`config.mk`:
```
export PLATFORM = sky130hd
export DESIGN_NAME = rom_download_router_flat
export DESIGN_NICKNAME = d
export VERILOG_FILES = /design/src/rtl/rom_download_router_if.sv /design/src/rtl/rom_download_router.sv /design/src/flat_wrapper.sv
export SDC_FILE = /design/constraint.sdc
export NUM_CORES = 1
export LEC_CHECK = 0
export ABC_CLOCK_PERIOD_IN_PS = 4500
export BUFFER_PORTS_ARGS = -buffer_cell sky130_fd_sc_hd__buf_2
export CORE_ASPECT_RATIO = 0.9
export CORE_MARGIN = 8
export CORE_UTILIZATION = 50
export CTS_CLUSTER_DIAMETER = 30
export DETAILED_ROUTE_END_ITERATION = 6
export GPL_TIMING_DRIVEN = 0
export PLACE_DENSITY = 0.75
export SYNTH_ARGS = -nofsm -noshare
export SYNTH_HDL_FRONTEND = slang
export SYNTH_SLANG_ARGS = --single-unit
```
`constraint.sdc`:
```
create_clock -name clk -period 4.5 [get_ports clk]
set_input_delay 0.675 -clock clk [delete_from_list [all_inputs] [get_ports clk]]
set_output_delay 0.675 -clock clk [all_outputs]
set_load 0.01 [all_outputs]
```
`src/rtl/rom_download_router_if.sv`:
```
// Bus bundle between the ioctl download source and the ROM download router.
// The router takes the slave view; the download source / bench takes the master view.
interface rom_download_router_if #(
  parameter int NUM_REGIONS = 4,
  parameter int REGION_LOG2 = 16,
  parameter int WORD_BYTES  = 2
);
  localparam int AW = REGION_LOG2 - $clog2(WORD_BYTES);

  logic                     ioctl_download;
  logic                     ioctl_wr;
  logic [24:0]              ioctl_addr;
  logic [7:0]               ioctl_dout;
  logic                     out_wr;
  logic [NUM_REGIONS-1:0]   out_cs;
  logic [AW-1:0]            out_addr;
  logic [8*WORD_BYTES-1:0]  out_data;
  logic [NUM_REGIONS-1:0]   region_done;
  logic [3:0]               sum_sel;
  logic [7:0]               sum_out;
  logic                     err_range;
  logic                     err_seq;
  logic                     busy;

  modport slave (
    input  ioctl_download, ioctl_wr, ioctl_addr, ioctl_dout, sum_sel,
    output out_wr, out_cs, out_addr, out_data, region_done, sum_out,
           err_range, err_seq, busy
  );

  modport master (
    output ioctl_download, ioctl_wr, ioctl_addr, ioctl_dout, sum_sel,
    input  out_wr, out_cs, out_addr, out_data, region_done, sum_out,
           err_range, err_seq, busy
  );
endinterface

```
`src/rtl/rom_download_router.sv`:
```
// ROM download router: splits the ioctl byte stream into equal-size regions,
// packs bytes into little-endian words and emits one-hot-selected word writes.
// Also tracks per-region byte counts / checksums and flags range and sequence errors.
module rom_download_router #(
  parameter int NUM_REGIONS = 4,
  parameter int REGION_LOG2 = 16,
  parameter int WORD_BYTES  = 2
) (
  input  logic                 clk,
  input  logic                 reset,
  rom_download_router_if.slave bus
);
  localparam int LB = $clog2(WORD_BYTES);
  localparam int LW = (LB == 0) ? 1 : LB;
  localparam int AW = REGION_LOG2 - LB;
  localparam int RW = (NUM_REGIONS <= 1) ? 1 : $clog2(NUM_REGIONS);
  localparam int CW = REGION_LOG2 + 1;
  localparam int DW = 8 * WORD_BYTES;
  localparam logic [CW-1:0] FULL     = {1'b1, {REGION_LOG2{1'b0}}};
  localparam logic [LW-1:0] TOP_LANE = LW'(WORD_BYTES - 1);

  logic                   dl_q, dl_d;
  logic [NUM_REGIONS-1:0] done_q, done_d;
  logic [CW-1:0]          cnt_q [NUM_REGIONS];
  logic [CW-1:0]          cnt_d [NUM_REGIONS];
  logic [7:0]             sum_q [NUM_REGIONS];
  logic [7:0]             sum_d [NUM_REGIONS];
  logic                   err_seq_q, err_seq_d;
  logic                   err_range_q, err_range_d;
  logic [24:0]            exp_q, exp_d;
  logic [DW-1:0]          lane_buf_q, lane_buf_d;
  logic                   part_q, part_d;
  logic [RW-1:0]          last_region_q, last_region_d;
  logic [AW-1:0]          last_waddr_q, last_waddr_d;
  logic                   out_wr_q, out_wr_d;
  logic [NUM_REGIONS-1:0] out_cs_q, out_cs_d;
  logic [AW-1:0]          out_addr_q, out_addr_d;
  logic [DW-1:0]          out_data_q, out_data_d;

  logic                   rise, fall, accept, in_range;
  logic [24:0]            idx;
  logic [RW-1:0]          region;
  logic [LW-1:0]          lane;

  // Next-state: edge-triggered clear, then apply the accepted byte or a flush.
  always_comb begin
    rise     = bus.ioctl_download & ~dl_q;
    fall     = ~bus.ioctl_download & dl_q;
    accept   = bus.ioctl_wr & bus.ioctl_download;
    idx      = bus.ioctl_addr >> REGION_LOG2;
    in_range = (idx < 25'(NUM_REGIONS));
    region   = idx[RW-1:0];
    lane     = LW'(bus.ioctl_addr % 25'(WORD_BYTES));

    dl_d          = bus.ioctl_download;
    last_region_d = last_region_q;
    last_waddr_d  = last_waddr_q;
    out_wr_d      = 1'b0;
    out_cs_d      = out_cs_q;
    out_addr_d    = out_addr_q;
    out_data_d    = out_data_q;

    // A new download starts from a clean slate in the same cycle as the rise.
    for (int r = 0; r < NUM_REGIONS; r++) begin
      done_d[r] = ~rise & (cnt_q[r] == FULL);
      cnt_d[r]  = rise ? '0 : cnt_q[r];
      sum_d[r]  = rise ? '0 : sum_q[r];
    end
    err_seq_d   = rise ? 1'b0 : err_seq_q;
    err_range_d = rise ? 1'b0 : err_range_q;
    exp_d       = rise ? '0 : exp_q;
    lane_buf_d  = rise ? '0 : lane_buf_q;
    part_d      = rise ? 1'b0 : part_q;

    if (accept) begin
      // Out-of-sequence bytes are still processed; only the flag is raised.
      if (bus.ioctl_addr != exp_d) begin
        err_seq_d = 1'b1;
      end
      exp_d = bus.ioctl_addr + 25'd1;
      if (!in_range) begin
        err_range_d = 1'b1;
      end else begin
        sum_d[region] = sum_d[region] + bus.ioctl_dout;
        if (cnt_d[region] != FULL) begin
          cnt_d[region] = cnt_d[region] + CW'(1);
        end
        for (int i = 0; i < WORD_BYTES; i++) begin
          if (lane == LW'(i)) begin
            lane_buf_d[i*8 +: 8] = bus.ioctl_dout;
          end
        end
        last_region_d = region;
        last_waddr_d  = bus.ioctl_addr[REGION_LOG2-1:LB];
        if (lane == TOP_LANE) begin
          out_wr_d   = 1'b1;
          out_cs_d   = NUM_REGIONS'(1) << region;
          out_addr_d = bus.ioctl_addr[REGION_LOG2-1:LB];
          out_data_d = lane_buf_d;
          lane_buf_d = '0;
          part_d     = 1'b0;
        end else begin
          part_d = 1'b1;
        end
      end
    end else if (fall && part_q) begin
      // Download ended mid-word: push out what we have, unwritten lanes are zero.
      out_wr_d   = 1'b1;
      out_cs_d   = NUM_REGIONS'(1) << last_region_q;
      out_addr_d = last_waddr_q;
      out_data_d = lane_buf_q;
      lane_buf_d = '0;
      part_d     = 1'b0;
    end
  end

  // State and registered outputs.
  always_ff @(posedge clk) begin
    if (reset) begin
      dl_q          <= 1'b0;
      done_q        <= '0;
      for (int r = 0; r < NUM_REGIONS; r++) begin
        cnt_q[r] <= '0;
        sum_q[r] <= '0;
      end
      err_seq_q     <= 1'b0;
      err_range_q   <= 1'b0;
      exp_q         <= '0;
      lane_buf_q    <= '0;
      part_q        <= 1'b0;
      last_region_q <= '0;
      last_waddr_q  <= '0;
      out_wr_q      <= 1'b0;
      out_cs_q      <= '0;
      out_addr_q    <= '0;
      out_data_q    <= '0;
    end else begin
      dl_q          <= dl_d;
      done_q        <= done_d;
      cnt_q         <= cnt_d;
      sum_q         <= sum_d;
      err_seq_q     <= err_seq_d;
      err_range_q   <= err_range_d;
      exp_q         <= exp_d;
      lane_buf_q    <= lane_buf_d;
      part_q        <= part_d;
      last_region_q <= last_region_d;
      last_waddr_q  <= last_waddr_d;
      out_wr_q      <= out_wr_d;
      out_cs_q      <= out_cs_d;
      out_addr_q    <= out_addr_d;
      out_data_q    <= out_data_d;
    end
  end

  // Checksum readback: pad to all 16 selectable indices, missing regions read 0.
  logic [7:0] sum_view [16];
  for (genvar gi = 0; gi < 16; gi++) begin : g_sum_view
    if (gi < NUM_REGIONS) begin : g_live
      assign sum_view[gi] = sum_q[gi];
    end else begin : g_pad
      assign sum_view[gi] = 8'h00;
    end
  end

  assign bus.sum_out     = sum_view[bus.sum_sel];
  assign bus.out_wr      = out_wr_q;
  assign bus.out_cs      = out_cs_q;
  assign bus.out_addr    = out_addr_q;
  assign bus.out_data    = out_data_q;
  assign bus.region_done = done_q;
  assign bus.err_seq     = err_seq_q;
  assign bus.err_range   = err_range_q;
  assign bus.busy        = bus.ioctl_download | (dl_q & part_q);
endmodule

```
`src/flat_wrapper.sv`:
```
// flat-port wrapper written by rule: the top's interface ports become plain ports
module rom_download_router_flat 
#(
  parameter int NUM_REGIONS = 4,
  parameter int REGION_LOG2 = 16,
  parameter int WORD_BYTES  = 2
)
  (clk, reset, bus_ioctl_download, bus_ioctl_wr, bus_ioctl_addr, bus_ioctl_dout, bus_sum_sel, bus_out_wr, bus_out_cs, bus_out_addr, bus_out_data, bus_region_done, bus_sum_out, bus_err_range, bus_err_seq, bus_busy);
  rom_download_router_if #(.NUM_REGIONS(NUM_REGIONS), .REGION_LOG2(REGION_LOG2), .WORD_BYTES(WORD_BYTES)) bus_i ();
  input  logic clk;
  input  logic reset;
  input wire logic [$bits(bus_i.ioctl_download)-1:0] bus_ioctl_download;
  input wire logic [$bits(bus_i.ioctl_wr)-1:0] bus_ioctl_wr;
  input wire logic [$bits(bus_i.ioctl_addr)-1:0] bus_ioctl_addr;
  input wire logic [$bits(bus_i.ioctl_dout)-1:0] bus_ioctl_dout;
  input wire logic [$bits(bus_i.sum_sel)-1:0] bus_sum_sel;
  output wire logic [$bits(bus_i.out_wr)-1:0] bus_out_wr;
  output wire logic [$bits(bus_i.out_cs)-1:0] bus_out_cs;
  output wire logic [$bits(bus_i.out_addr)-1:0] bus_out_addr;
  output wire logic [$bits(bus_i.out_data)-1:0] bus_out_data;
  output wire logic [$bits(bus_i.region_done)-1:0] bus_region_done;
  output wire logic [$bits(bus_i.sum_out)-1:0] bus_sum_out;
  output wire logic [$bits(bus_i.err_range)-1:0] bus_err_range;
  output wire logic [$bits(bus_i.err_seq)-1:0] bus_err_seq;
  output wire logic [$bits(bus_i.busy)-1:0] bus_busy;
  assign bus_i.ioctl_download = bus_ioctl_download;
  assign bus_i.ioctl_wr = bus_ioctl_wr;
  assign bus_i.ioctl_addr = bus_ioctl_addr;
  assign bus_i.ioctl_dout = bus_ioctl_dout;
  assign bus_i.sum_sel = bus_sum_sel;
  assign bus_out_wr = bus_i.out_wr;
  assign bus_out_cs = bus_i.out_cs;
  assign bus_out_addr = bus_i.out_addr;
  assign bus_out_data = bus_i.out_data;
  assign bus_region_done = bus_i.region_done;
  assign bus_sum_out = bus_i.sum_out;
  assign bus_err_range = bus_i.err_range;
  assign bus_err_seq = bus_i.err_seq;
  assign bus_busy = bus_i.busy;
  rom_download_router #(.NUM_REGIONS(NUM_REGIONS), .REGION_LOG2(REGION_LOG2), .WORD_BYTES(WORD_BYTES)) u_core (.clk(clk), .reset(reset), .bus(bus_i));
endmodule
```
==> flow_summary_export.csv <==
group,metric,value,unit
logic_synthesis,synthTopCellsByArea,"dfxtp_1, nand2_1, nor2_1, a21oi_1, nand3_1",
die,die_y,152,um
logic_synthesis,synth_edf_count,0,
place,dp_slack,-210,ps
clocking,clock_sinks,202,
route,vias_per_cell,6.34,
cells_and_area,utilization,60.6,%
logic_synthesis,synth_nets,1287,
die,die_w,168,um
place,hpwl,23800,um
cells_and_area,drive_gt1_share,13.3,%
place,numPortBuffers,72,
die,start_util,50.4,%
global_route,grt_pass1_vias,9912,
route,drtPass1Iterations,6,
clocking,cts.htree.levels,2,
global_route,grt_max_degree,11,
global_route,grt_overflow,0,
setup_path,r2r_start,"u_core.dl_q",
setup_path,critPathCaptureType,"register",
sta,fin_crit,4340,ps
sta,slew_headroom,21.6,%
power,ir_drop,0.256,mV
clocking,cts_tree,"yes",
job,maxCapViolCount,0,
global_route,grt_pass1_wl,53600,um
setup_path,worst_r2r_endpoint,"u_core.sum_q[15]",
power,p_per_area,422,nW/um^2
global_route,grt_use_total,25.6,%
logic_synthesis,synthMuxAreaShare,8.02,%
clocking,cts_root_buf,"clkbuf_16",
logic_synthesis,yosys_most_used_dff,"dfxtp_1",
sta,fin_ws,160,ps
clocking,cts_buffer_depth,3,
logic_synthesis,synth_common_cells,"dfxtp_1, nand2_1, nor2_1",
route,wl_per_cell,20.8,um
logic_synthesis,syn_area,10300,sq um
setup_path,critical_path_class,"primary input to register",
place,placed_cell_area,11000,sq um
cells_and_area,nNetsFinal,1402,
sta,worstMarginPinSlew,1170,ps
die,core-area,20500,sq um
setup_path,cp-start-kind,"primary input",
clocking,path_clk_slew,50,ps
die,num_rows,50,
setup_path,crit_fanout,10,
worst_hold_path,hold_class,"register to register",
setup_path,required,4920,ps
clocking,post_cts_buffers,0,
global_route,antenna_found_initial,0,
worst_hold_path,worstHoldEndpoint,"u_core.last_waddr_q[12]",
logic_synthesis,synth.avg_cell_area,8.37,sq um
die,io_pins,92,
sta,fmaxAchievable,230,MHz
logic_synthesis,netlist.top_cell.by_area,"dfxtp_1",
logic_synthesis,ys_seq_area_share,39.1,%
clocking,cts_buffers,41,
route,drtIter0Drc,1206,
setup_path,r2r_setup_slack,290,ps
logic_synthesis,synthXorXnorAreaFrac,4.66,%
clocking,hold_buffers,0,
cells_and_area,fillers,1771,
clocking,clock_latency,520,ps
cells_and_area,fin_area,12400,sq um
power,p_leak,4.50,nW
cells_and_area,antennaDiodeCount,0,
logic_synthesis,synth-async-reset-ratio,0,%
setup_path,cp.arrival,4760,ps
logic_synthesis,yosys.area_share.simple,27.8,%
logic_synthesis,synth_top_family_by_area,"simple AND/OR/NAND/NOR gates",
logic_synthesis,ys_warn_count,0,
worst_hold_path,whs_path_depth,2,
sta,hold_viol,0,
sta,finalMaxSlewViolations,0,
logic_synthesis,synth_compound_area_share,14.1,%
sta,tns,0,ps
logic_synthesis,synthCells,1234,
sta,clock-skew-final,16.4,ps
route,vias,10400,
clocking,cts_resized,0,
sta,rsz0062_at_grt,"false",
logic_synthesis,synth_fa_ha_area_share,1.53,%
cells_and_area,syn2layout_area_growth,20.3,%
outcome,outcome,"finished, final reports clean",
logic_synthesis,post_synth_num_cell_types,59,
route,routed_wl,34000,um
worst_hold_path,hold_start,"u_core.last_waddr_q[12]",
sta,finalCritPeriodShare,96.5,%
setup_path,r2r_cells,13,
die,die_area,25500,sq um
place,finalWeightedCongestion,0.941,
logic_synthesis,yosysTopAreaCellShare,39.1,%
sta,setup_viol,0,
route,postRouteAntennaNets,0,
logic_synthesis,synth.most_common_cell,"dfxtp_1",
logic_synthesis,synth_seq_cells,202,
route,drc,0,
worst max-delay path, stage by stage:
cell and delay (ps):
buf_2 130, buf_4 230, buf_4 250, clkbuf_1 360, clkbuf_1 620, mux4_2 400, and2_1 170, ha_1 230
fa_1 430, a21o_1 180, a21oi_1 230, o21bai_1 90, a21oi_1 200, xnor2_1 240, nand2_1 90, a21oi_1 230
per-layer routing:
layer	wire (um)	global-route usage, %	part of all wire [%]
met1	14000	34.1	41
met2	15100	38.9	44
met3	3970	6.22	12
met4	974	11.2	2.9
met5	0	0	0
sequential cells by signal, indices dropped and copies added (netlist names):
name,count
u_core.bus.err_range,1
u_core.bus.err_seq,1
u_core.bus.out_addr,15
u_core.bus.out_cs,4
u_core.bus.out_data,16
u_core.bus.out_wr,1
u_core.bus.region_done,4
u_core.cnt_q,68
u_core.dl_q,1
u_core.exp_q,25
u_core.lane_buf_q,16
u_core.last_region_q,2
u_core.last_waddr_q,15
u_core.part_q,1
u_core.sum_q,32
placed cells by master, fill, tap and decap left out, types with 18 or more instances in the layout:
master       n
xnor2_1     40
nand4b_1    20
clkbuf_16   43
nor3_1      27
o21ai_0     25
mux4_2      21
a21oi_1     98
nor2_1     142
nand3_1     95
a22oi_1     29
dfxtp_1    202
a31oi_1     19
buf_2       77
clkbuf_1    86
nand4_1     18
nor4_1      22
nand2_1    168
worst max-delay path by stage:
stage                                  start                to
final                     bus_ioctl_addr[17]  u_core.sum_q[22]
after global routing      bus_ioctl_addr[17]  u_core.sum_q[22]
after CTS                 bus_ioctl_addr[17]  u_core.sum_q[22]
after detailed placement  bus_ioctl_addr[17]  u_core.sum_q[14]
after global placement    bus_ioctl_addr[17]  u_core.sum_q[22]
after floorplan           bus_ioctl_addr[16]  u_core.sum_q[22]
per-stage QoR:
| step | hold WS, ps | power (mW) | instances |
|---|---|---|---|
| after floorplan | 432 | 2.04 | 1234 |
| after global placement | 442 | 2.14 | 1566 |
| final | 455 | 5.24 | 1638 |
| after CTS | 448 | 5.23 | 1638 |
| after detailed placement | 448 | 2.14 | 1566 |
| after global routing | 469 | 5.35 | 1638 |
logic make-up after synthesis:
kind of cell / count (synthesis)
AND/OR/NAND/NOR: 584
AO/OA/AOI/OAI: 233
flip-flops: 202
buffers and inverters: 111
XOR/XNOR: 55
multiplexers: 37
adder cells (fa/ha/maj): 12
power by group:
part	switching [mW]	total, mW	internal, mW
combinational	0.214	0.305	0.0906
sequential	0.0123	1.82	1.81
clock	0.966	3.12	2.15
total	1.19	5.24	4.05
area by class of cell:
| cell class | count | area (sq um) | area share [%] |
|---|---|---|---|
| clock inverter | 14 | 226 | 1.82 |
| timing repair buffer | 72 | 360 | 2.90 |
| multi-input combinational | 921 | 5790 | 46.6 |
| inverter | 8 | 30.0 | 0.242 |
| sequential | 202 | 4040 | 32.5 |
| tap | 260 | 325 | 2.62 |
| buffer | 103 | 465 | 3.75 |
| clock buffer | 58 | 1180 | 9.51 |
Note: power is estimated with default switching activity, not from simulation.
